**src/rtl/shift_rows_pipe.sv**
```systemverilog
// Rijndael ShiftRows / InvShiftRows / bypass stage for NB = 4, 6 or 8 columns, with mode chosen per beat.
// Latency: one cycle from accept to m_valid. Backpressure: a 2-entry FIFO; s_ready is registered and low only when both entries are full.
module shift_rows_pipe #(
  parameter int NB    = 4,
  parameter int TAG_W = 4
) (
  input  logic               clk,
  input  logic               rst_n,
  input  logic               s_valid,
  output logic               s_ready,
  input  logic [32*NB-1:0]   s_data,
  input  logic [1:0]         s_mode,
  input  logic [TAG_W-1:0]   s_tag,
  output logic               m_valid,
  input  logic               m_ready,
  output logic [32*NB-1:0]   m_data,
  output logic [TAG_W-1:0]   m_tag
);

  localparam int DW = 32 * NB;

  typedef struct packed {
    logic [TAG_W-1:0] tag;
    logic [DW-1:0]    dat;
  } beat_t;

  generate
    if (!(NB == 4 || NB == 6 || NB == 8)) begin : g_bad_nb
      $error("shift_rows_pipe: NB must be 4, 6 or 8");
    end
  endgenerate

  // Row rotation amount; the 256-bit state skips one extra column on rows 2 and 3.
  function automatic int row_off(input int r);
    return (NB == 8 && r >= 2) ? r + 1 : r;
  endfunction

  logic [DW-1:0] fwd_dat;
  logic [DW-1:0] inv_dat;
  logic [DW-1:0] xf_dat;

  always_comb begin
    fwd_dat = '0;
    inv_dat = '0;
    for (int c = 0; c < NB; c++) begin
      for (int r = 0; r < 4; r++) begin
        fwd_dat[DW-1-8*(r+4*c) -: 8] = s_data[DW-1-8*(r+4*((c+row_off(r))%NB)) -: 8];
        inv_dat[DW-1-8*(r+4*c) -: 8] = s_data[DW-1-8*(r+4*((c-row_off(r)+NB)%NB)) -: 8];
      end
    end
  end

  assign xf_dat = s_mode[1] ? s_data : (s_mode[0] ? inv_dat : fwd_dat);

  beat_t      mem [2];
  logic       wr_ptr;
  logic       rd_ptr;
  logic [1:0] count;
  logic [1:0] count_nxt;
  logic       push;
  logic       pop;

  assign push = s_valid && s_ready;
  assign pop  = m_valid && m_ready;

  always_comb begin
    count_nxt = count;
    if (push && !pop) begin
      count_nxt = count + 2'd1;
    end else if (pop && !push) begin
      count_nxt = count - 2'd1;
    end
  end

  always_ff @(posedge clk or negedge rst_n) begin
    if (!rst_n) begin
      mem[0]  <= '0;
      mem[1]  <= '0;
      wr_ptr  <= 1'b0;
      rd_ptr  <= 1'b0;
      count   <= 2'd0;
      s_ready <= 1'b1;
    end else begin
      if (push) begin
        mem[wr_ptr] <= '{tag: s_tag, dat: xf_dat};
        wr_ptr      <= ~wr_ptr;
      end
      if (pop) begin
        rd_ptr <= ~rd_ptr;
      end
      count   <= count_nxt;
      // Ready is looked ahead from the next occupancy so it can come straight from a flop.
      s_ready <= (count_nxt != 2'd2);
    end
  end

  assign m_valid = (count != 2'd0);
  assign m_data  = mem[rd_ptr].dat;
  assign m_tag   = mem[rd_ptr].tag;

endmodule
```
**config.mk**
```make
export PLATFORM = sky130hd
export DESIGN_NAME = shift_rows_pipe
export DESIGN_NICKNAME = d
export VERILOG_FILES = /design/src/rtl/shift_rows_pipe.sv
export SDC_FILE = /design/constraint.sdc
export NUM_CORES = 1
export LEC_CHECK = 0
export CORE_AREA = 2 2 146 204
export CTS_CLUSTER_DIAMETER = 30
export DETAILED_ROUTE_END_ITERATION = 16
export DIE_AREA = 0 0 148 206
export HOLD_SLACK_MARGIN = 0.05
export PLACE_DENSITY = 0.76
export SYNTH_ARGS = -nofsm -noshare
export SYNTH_HDL_FRONTEND = slang
export SYNTH_SLANG_ARGS = --single-unit
export TNS_END_PERCENT = 20
```
**constraint.sdc**
```tcl
create_clock -name clk -period 1.3 [get_ports clk]
set_input_delay 0.195 -clock clk [delete_from_list [all_inputs] [get_ports clk]]
set_output_delay 0.195 -clock clk [all_outputs]
set_load 0.01 [all_outputs]
```
==> flow_summary.yaml, run 1 <==
floorplanning:
  die_y_um: 206
  ios: 272
  die_w_um: 148
  fp-row-count: 74
  die-area_sq_mm: 0.0305
  start_util: 0.460
  core_area_sq_mm: 0.0289
sta:
  fin_ws_ns: -0.808
  tightest_slew_ns: 0.582
  min_period_ns: 2.11
  period_share: 1.62
  rsz0062_at_grt: "yes"
  timing.fmax_ghz: 0.474
  fin_skew_ns: 0.0173
  finalSetupViolCount: 379
  holdWs_ns: 0.150
  maxSlewViolCount: 0
  slew-limit-headroom: 0.610
  finalHoldViolCount: 0
min_path:
  hp-class: "input pin to asynchronous set/reset pin"
synthesis:
  syn_nets: 1342
  synth.distinct_cells: 29
  ys_ff_latch: 269
  synth_top_cell_by_area: "dfrtp_1"
  yosys-top-cells-area: "dfrtp_1 (50%), mux2_2 (15%), o31ai_1 (7.2%)"
  netlist_area_sq_mm: 0.0133
  yosysSeqAreaShare: 0.507
  syn-instance-count: 1203
  avgSynthCellArea_sq_um: 11.0
  ys_warn_count: 0
  synthDominantCellAreaShare: 0.505
setup_path:
  rr_worst_depth: 5
  crit_type: "register to output pin"
  slowest_delay_ns: 0.52
  critPathMaxFanout: 4
  crit_required_ns: 1.11
  cp-startpoint: "rd_ptr$_DFFE_PN0P_"
  cp_top_family: "buffers and inverters"
  worst-path-stages: 5
  cp_cell_sequence: "buf_12 > buf_12 > buf_8 > mux2_4 > buf_6"
  critPathArrivalTime_ns: 1.91
  cp_num_buf_inv: 4
  cp-end-kind: "output pin"
  crit_slowest_cell: "dfrtp_4"
  r2r_start: "s_ready$_DFF_PN1_"
  crit_path_start_kind: "register"
  crit_path_frequent_cell: "buf_12"
detailed_routing:
  vias: 10712
  routed_via_density: 5.43
  drtPass1Iterations: 4
  drc: 0
  routedWlPerCell_um: 18.6
  drtIter0Drc: 377
  ant_nets: 0
  routed_wl_mm: 36.8
clock_tree:
  cts_tree: "done"
  ctsLongestPathBuffers: 3
  cts_num_sinks: 269
  clk_latency_ns: 0.54
  numCtsBuffers: 44
  clk_pin_slew_ns: 0.06
  ctsHtreeMaxLevel: 2
  clockRootBuffer: "clkbuf_16"
status:
  violations: "setup timing"
  status: "finished, violations left"
placed_design:
  place_hpwl_mm: 25.3
  numPortBuffers: 271
  pre_cts_ws_ns: -0.551
  gp_congestion: 0.840
pwr:
  leakage_nw: 8.78
  p_sw_frac: 0.332
  ir_drop_mv: 1.92
  p_int_w: 0.0345
  p_per_area_mw_per_mm2: 2620
  power_switching_w: 0.0172
  combPwrFrac: 0.479
  power_frac_seq: 0.287
  p_clk_frac: 0.234
global_route:
  grt_usage: 0.235
  grt_pass1_wl_mm: 56.9
  globalRouteOverflowTotal: 0
  grt_max_degree: 45
  first_global_vias: 10925
  grt_antenna_before_repair: 1
flow_run:
  drv_cap: 0
finish:
  area_growth_pct: 48.5
  layout.nets: 1696
  drive_above_1_share: 0.381
[final timing paths]
kind,to,slack [ns]
worst max-delay path,m_data[0],-0.81
worst min register to register,mem[114]$_DFFE_PN0P_,0.47
worst max register to register,mem[145]$_DFFE_PN0P_,-0.22
max in group asynchronous,mem[228]$_DFFE_PN0P_,0.56
worst min-delay path,mem[47]$_DFFE_PN0P_,0.15
min in group clk,mem[199]$_DFFE_PN0P_,0.27
[synth_stat cells]
cell type  number
inv_1           3
maj3_1          1
a21oi_1         1
nand2_1       196
o21ai_0        65
nor4_1          1
nor3_1          1
nand2b_1        1
buf_2          42
o31ai_1       128
mux2_1         28
xnor2_1         3
dfstp_2         1
nor2b_1       126
nor2_1          1
clkbuf_1       37
mux2_2        176
a211oi_1       65
nand3b_1        1
dfrtp_1       268
o22ai_1         1
and2b_1         3
nand3_1         1
and2_1          1
buf_6           4
buf_4          14
buf_1           1
ha_1            1
mux2i_1        32
[cells by family (layout without fill, tap and decap cells)]
logic type,count (synthesis),in the layout,share of synthesized area
DFF,269,269,0.507
xor gates and xnor gates,3,3,0.00198
other,0,1,0
and+or+nand+nor,332,332,0.119
muxes,236,236,0.197
buffers and inverters,101,491,0.0387
AOI/OAI and AO/OA,260,260,0.134
adders and majority gates,2,2,0.00170
[power groups by stage]
stage          sequential [W]  clock, W  combinational, W
2_1_floorplan          0.0139         0            0.0118
3_3_place_gp           0.0146         0            0.0215
3_5_place_dp           0.0148         0            0.0219
4_1_cts                0.0148    0.0123            0.0240
5_1_grt                0.0153    0.0127            0.0265
6_report               0.0148    0.0121            0.0248
[per-stage QoR]
| step | instance area [sq um] | total power, W | util | cells | setup TNS (ns) |
|---|---|---|---|---|---|
| 3_5_place_dp | 17400 | 0.0367 | 0.601 | 1878 | -145.54 |
| 4_1_cts | 19400 | 0.0511 | 0.670 | 1973 | -125.78 |
| 3_3_place_gp | 17400 | 0.0361 | 0.601 | 1878 | -141.06 |
| 6_report | 19700 | 0.0517 | 0.683 | 1974 | -118.17 |
| 5_1_grt | 19700 | 0.0545 | 0.683 | 1974 | -135.37 |
| 2_1_floorplan | 13400 | 0.0258 | - | 1203 | -8.83 |
[cell type report]
type	instances	area [sq um]
antenna	1	2.50
sequential	269	6740
timing repair buffer	406	4460
tap	380	475
clock buffer	53	1220
inverter	3	11.3
fill	2080	9160
multi-input combinational	833	6470
clock inverter	29	355
[flip-flops by register name, summed over array words and instances (netlist names)]
signal   count
rd_ptr       1
s_ready      1
count        2
wr_ptr       1
mem        264
[worst register-to-register path: stages, from the launching register on]
cell	delay, ns
dfstp_2	0.56
nand3b_1	0.12
buf_6	0.20
buf_12	0.19
buf_12	0.15
o21ai_0	0.20
[routing by layer]
metal	share of wire	routed length [um]	track usage
met5	0	0	0
met4	0.048	1760	0.121
met3	0.054	2010	0.0448
met2	0.51	18800	0.406
met1	0.39	14200	0.277
[layout by cell type, fill, tap and decap left out, types with 2 or more instances in the layout]
cell type | Yosys | layout
nand2_2 | 0 | 8
buf_12 | 0 | 39
clkinvlp_4 | 0 | 6
buf_6 | 4 | 130
mux2_1 | 28 | 21
o21ai_0 | 65 | 62
o31ai_1 | 128 | 72
clkinv_8 | 0 | 2
xnor2_1 | 3 | 2
clkbuf_1 | 37 | 3
and2b_1 | 3 | 3
clkinv_4 | 0 | 6
buf_16 | 0 | 3
bufinv_16 | 0 | 5
clkdlybuf4s50_1 | 0 | 134
o21ai_1 | 0 | 2
clkbuf_16 | 0 | 46
buf_8 | 0 | 10
clkinv_2 | 0 | 4
buf_2 | 42 | 15
a211oi_1 | 65 | 65
inv_6 | 0 | 5
mux2_4 | 0 | 21
mux2i_1 | 32 | 32
mux2_2 | 176 | 162
inv_2 | 0 | 2
buf_4 | 14 | 74
nor2b_1 | 126 | 126
nand2_1 | 196 | 188
o31ai_2 | 0 | 55
clkbuf_8 | 0 | 4
dfrtp_1 | 268 | 267
[what timing repair did]
| action | CTS | global route |
|---|---|---|
| hold buffers | 1 | 0 |
| setup endpoints to repair | 384 | 392 |
| hold endpoints to repair | 269 | 0 |
| gates resized for setup | 706 | 93 |
| buffers inserted | 7 | 2 |
| gates cloned | 5 | 0 |
| pin swaps | 2 | 1 |
(Power assumes the default switching activity.)
==> inputs of run 2 (changes only) <==
RECOVER_POWER = 25   (was not set)
TNS_END_PERCENT = 1   (was 20)
==> flow_summary.yaml, run 2 (same netlist as run 1, synthesis figures left out) <==
status:
  status: "finished, violations left"
  violations: "setup timing"
flow_run:
  drv_cap: 0
floorplanning:
  start_util: 0.460
  die-area_sq_mm: 0.0305
  ios: 272
  fp-row-count: 74
  core_area_sq_mm: 0.0289
  die_w_um: 148
  die_y_um: 206
detailed_routing:
  ant_nets: 0
  drtPass1Iterations: 4
  routed_via_density: 5.48
  drtIter0Drc: 453
  routedWlPerCell_um: 19.4
  drc: 0
  vias: 10787
  routed_wl_mm: 38.1
pwr:
  p_int_w: 0.0323
  p_per_area_mw_per_mm2: 2540
  p_sw_frac: 0.347
  p_clk_frac: 0.220
  power_w: 0.0494
  power_switching_w: 0.0171
  ir_drop_mv: 1.39
  leakage_nw: 8.60
  power_frac_seq: 0.303
  combPwrFrac: 0.478
finish:
  area_growth_pct: 46.2
  postLayoutCoreUtil: 0.672
  layout_commonest_cell: "dfrtp_1"
  largest_register_ffs: 264
  top_regs: "mem (264), count (2)"
  final_cell_mix: "dfrtp_1 (267), nand2_1 (188), mux2_2 (167)"
  regMostFlops: "mem"
  layout.nets: 1693
  final_cell_area_sq_mm: 0.0194
  drive_above_1_share: 0.395
clock_tree:
  numCtsBuffers: 40
  clk_pin_slew_ns: 0.05
  clockRootBuffer: "clkbuf_16"
  ctsLongestPathBuffers: 3
  ctsHtreeMaxLevel: 2
  cts_num_sinks: 269
  cts_tree: "done"
  clk_latency_ns: 0.53
sta:
  finalSetupViolCount: 364
  rsz0062_at_grt: "yes"
  maxSlewViolCount: 0
  fin_skew_ns: 0.00946
  timing.fmax_ghz: 0.478
  min_period_ns: 2.09
  holdWs_ns: 0.205
  period_share: 1.61
  tightest_slew_ns: 0.604
  finalHoldViolCount: 0
  fin_ws_ns: -0.792
  slew-limit-headroom: 0.595
global_route:
  first_global_vias: 11089
  grt_usage: 0.243
  globalRouteOverflowTotal: 0
  grt_pass1_wl_mm: 58.8
  grt_max_degree: 76
  grt_antenna_before_repair: 2
setup_path:
  crit_required_ns: 1.11
  cp-end-kind: "output pin"
  crit_type: "register to output pin"
  critPathArrivalTime_ns: 1.90
  critPathMaxFanout: 14
  crit_path_start_kind: "register"
placed_design:
  placed_area_sq_mm: 0.0174
  place_hpwl_mm: 26.1
  gp_congestion: 0.889
  numPortBuffers: 271
  pre_cts_ws_ns: -0.526
min_path:
  hp-class: "input pin to asynchronous set/reset pin"
## run 2: worst paths after layout
kind / startpoint / end / slack, ns / depth (start not counted)
worst min register to register: mem[112]$_DFFE_PN0P_ / mem[112]$_DFFE_PN0P_ / 0.47 / 2
worst min-delay path: rst_n / mem[184]$_DFFE_PN0P_ / 0.20 / 2
worst max register to register: s_ready$_DFF_PN1_ / mem[229]$_DFFE_PN0P_ / -0.29 / 4
min in group clk: s_mode[1] / mem[181]$_DFFE_PN0P_ / 0.25 / 3
max in group asynchronous: rst_n / mem[121]$_DFFE_PN0P_ / 0 / 4
worst max-delay path: rd_ptr$_DFFE_PN0P_ / m_data[118] / -0.79 / 4
## run 2: area by class of cell
| cell class | count | area, sq um |
|---|---|---|
| multi-input combinational | 833 | 6690 |
| sequential | 269 | 6740 |
| antenna | 1 | 2.50 |
| clock inverter | 26 | 287 |
| clock buffer | 48 | 1080 |
| timing repair buffer | 407 | 4140 |
| fill | 2133 | 9460 |
| tap | 380 | 475 |
| inverter | 3 | 11.3 |
## run 2: power groups by stage
| stage | logic, W | clock network, W | registers, W |
|---|---|---|---|
| after global routing | 0.0253 | 0.0114 | 0.0154 |
| final | 0.0236 | 0.0109 | 0.0150 |
| after detailed placement | 0.0219 | 0 | 0.0150 |
| after floorplan | 0.0117 | 0 | 0.0139 |
| after global placement | 0.0215 | 0 | 0.0148 |
| after CTS | 0.0228 | 0.0110 | 0.0149 |
## run 2: layer usage
metal	track usage	wire (um)
met1	0.292	14700
met2	0.430	20000
met3	0.0404	1780
met4	0.104	1550
met5	0	13
## run 2: through the flow
stage / TNS, ns / instances
detailed placement: -152.78 / 1884
floorplan: -12.47 / 1203
finish: -123.96 / 1967
global placement: -148.53 / 1884
CTS: -130.59 / 1966
global route: -153.05 / 1967
## run 2: repair_timing
item	in CTS	in global routing
setup endpoints to repair	379	388
hold buffers	1	0
pin swaps	23	3
endpoints found under the hold margin	269	0
gates cloned	1	0
resized for setup	653	122
buffers inserted	6	0
## run 2: critical path, cell delays in order (launching register included)
cell and delay (ns):
dfrtp_4 0.46, buf_12 0.16, buf_12 0.15, mux2_2 0.36
clkdlybuf4s15_2 0.23
==> inputs of run 3 (changes only) <==
==> constraint.sdc (replaced) <==
create_clock -name clk -period 1.3 [get_ports clk]
set_input_delay 0.26 -clock clk [delete_from_list [all_inputs] [get_ports clk]]
set_output_delay 0.26 -clock clk [all_outputs]
set_load 0.01 [all_outputs]
==> flow_summary.yaml, run 3 (same netlist as run 1, synthesis figures left out) <==
placed_design:
  gp_congestion: 0.822
  placed_area_sq_mm: 0.0173
  placedCellCount: 1877
  numPortBuffers: 271
  place_hpwl_mm: 25.7
detailed_routing:
  drc: 0
  routed_via_density: 5.46
  routedWlPerCell_um: 19.5
  drtIter0Drc: 469
  routed_wl_mm: 38.5
  drtPass1Iterations: 5
  ant_nets: 0
  vias: 10792
sta:
  rsz0062_at_grt: "yes"
  maxSlewViolCount: 0
  period_share: 1.69
  fin_ws_ns: -0.897
  holdWs_ns: 0.356
  finalSetupViolCount: 649
  timing.fmax_ghz: 0.455
  fin_skew_ns: 0.0121
  finalHoldViolCount: 0
  slew-limit-headroom: 0.154
  min_period_ns: 2.20
  tightest_slew_ns: 1.27
setup_path:
  critPathArrivalTime_ns: 1.94
  cp-end-kind: "output pin"
  r2r_slack_ns: -0.22
  crit_required_ns: 1.04
  r2r_start: "s_ready$_DFF_PN1_"
  reg2reg_to: "mem[234]$_DFFE_PN0P_"
  cp_top_family: "buffers and inverters"
  cp_num_buf_inv: 2
  crit_path_start_kind: "register"
  critPathMaxFanout: 26
  crit_slowest_cell: "dfrtp_4"
  rr_worst_depth: 5
  slowest_delay_ns: 0.50
  crit_type: "register to output pin"
  cp_cell_sequence: "buf_12 > mux2_2 > dlygate4sd2_1"
finish:
  largest_register_ffs: 264
  drive_above_1_share: 0.403
  final_cell_mix: "dfrtp_1 (267), nand2_1 (179), mux2_2 (163)"
  top_regs: "mem (264), count (2)"
  regMostFlops: "mem"
  layout.nets: 1701
  final_cells: 1978
  postLayoutCoreUtil: 0.682
  final_cell_area_sq_mm: 0.0197
  layout_commonest_cell: "dfrtp_1"
  area_growth_pct: 48.3
  fill_cells: 2095
floorplanning:
  ios: 272
  die-area_sq_mm: 0.0305
  fp-row-count: 74
  core_area_sq_mm: 0.0289
  die_y_um: 206
  die_w_um: 148
  start_util: 0.460
status:
  status: "finished, violations left"
  violations: "setup timing"
global_route:
  grt_max_degree: 65
  globalRouteOverflowTotal: 0
  grt_usage: 0.246
  first_global_vias: 11436
  grt_pass1_wl_mm: 59.7
  grt_antenna_before_repair: 1
clock_tree:
  numCtsBuffers: 43
  cts_tree: "done"
  ctsLongestPathBuffers: 3
  cts_num_sinks: 269
  clk_latency_ns: 0.53
  ctsHtreeMaxLevel: 2
  clockRootBuffer: "clkbuf_16"
  clk_pin_slew_ns: 0.06
pwr:
  p_per_area_mw_per_mm2: 2550
  power_w: 0.0503
  leakage_nw: 8.78
  ir_drop_mv: 1.61
min_path:
  min-delay-start: "s_data[91]"
  hp-class: "input pin to register"
  min_path_cells: 2
  hold_end: "mem[91]$_DFFE_PN0P_"
flow_run:
  drv_cap: 0
-- run 3: metrics by stage --
step                      TNS (ns)  setup WS, ns
final                      -163.86        -0.897
after global routing       -238.47        -0.948
after CTS                  -145.45         -1.14
after detailed placement   -168.43        -0.600
after global placement     -161.48        -0.593
after floorplan             -10.63       -0.0763
-- run 3: report_power, final --
group | total, W | leakage [nW] | internal (W) | switching, W
sequential | 0.0149 | 3.28 | 0.0125 | 0.00240
combinational | 0.0232 | 4.76 | 0.0127 | 0.0105
clock | 0.0122 | 0.737 | 0.00790 | 0.00426
total | 0.0503 | 8.78 | 0.0331 | 0.0172
-- run 3: how the worst max path moves through the flow --
stage                       startpoint                    to  slack, ns  cells past startpoint
floorplan            s_ready$_DFF_PN1_  mem[252]$_DFFE_PN0P_      -0.08                      4
global placement    rd_ptr$_DFFE_PN0P_            m_data[67]      -0.59                      3
detailed placement  rd_ptr$_DFFE_PN0P_            m_data[67]      -0.60                      3
CTS                 rd_ptr$_DFFE_PN0P_           m_data[124]      -1.14                      3
global route        rd_ptr$_DFFE_PN0P_            m_data[96]      -0.95                      3
finish              rd_ptr$_DFFE_PN0P_            m_data[96]      -0.90                      3
-- run 3: repair_timing --
item | 4_1_cts | 5_1_grt
hold buffers | 1 | 0
resized for setup | 507 | 170
setup endpoints to repair | 397 | 398
buffers inserted | 7 | 12
pin swaps | 12 | 6
hold endpoints to repair | 267 | 0
cloned | 2 | 1
-- run 3: cell type report --
class                           instances  area [sq um]  share of cell area
Clock buffer                           51          1170              0.0592
Antenna cell                            3          7.51            0.000381
Multi-Input combinational cell        833          6820               0.346
Tap cell                              380           475              0.0241
Sequential cell                       269          6740               0.342
Clock inverter                         27           387              0.0196
Timing Repair Buffer                  412          4100               0.208
Inverter                                3          11.3            0.000571
-- run 3: routing by layer --
layer  vias up  part of all wire  wire length (um)  track usage
met5         -                 0                 0            0
met2       340              0.52             19900        0.434
li1       5017                 -                 -            -
met1      5340              0.39             15100        0.292
met3        95             0.050              1920       0.0415
met4         0             0.042              1610        0.116
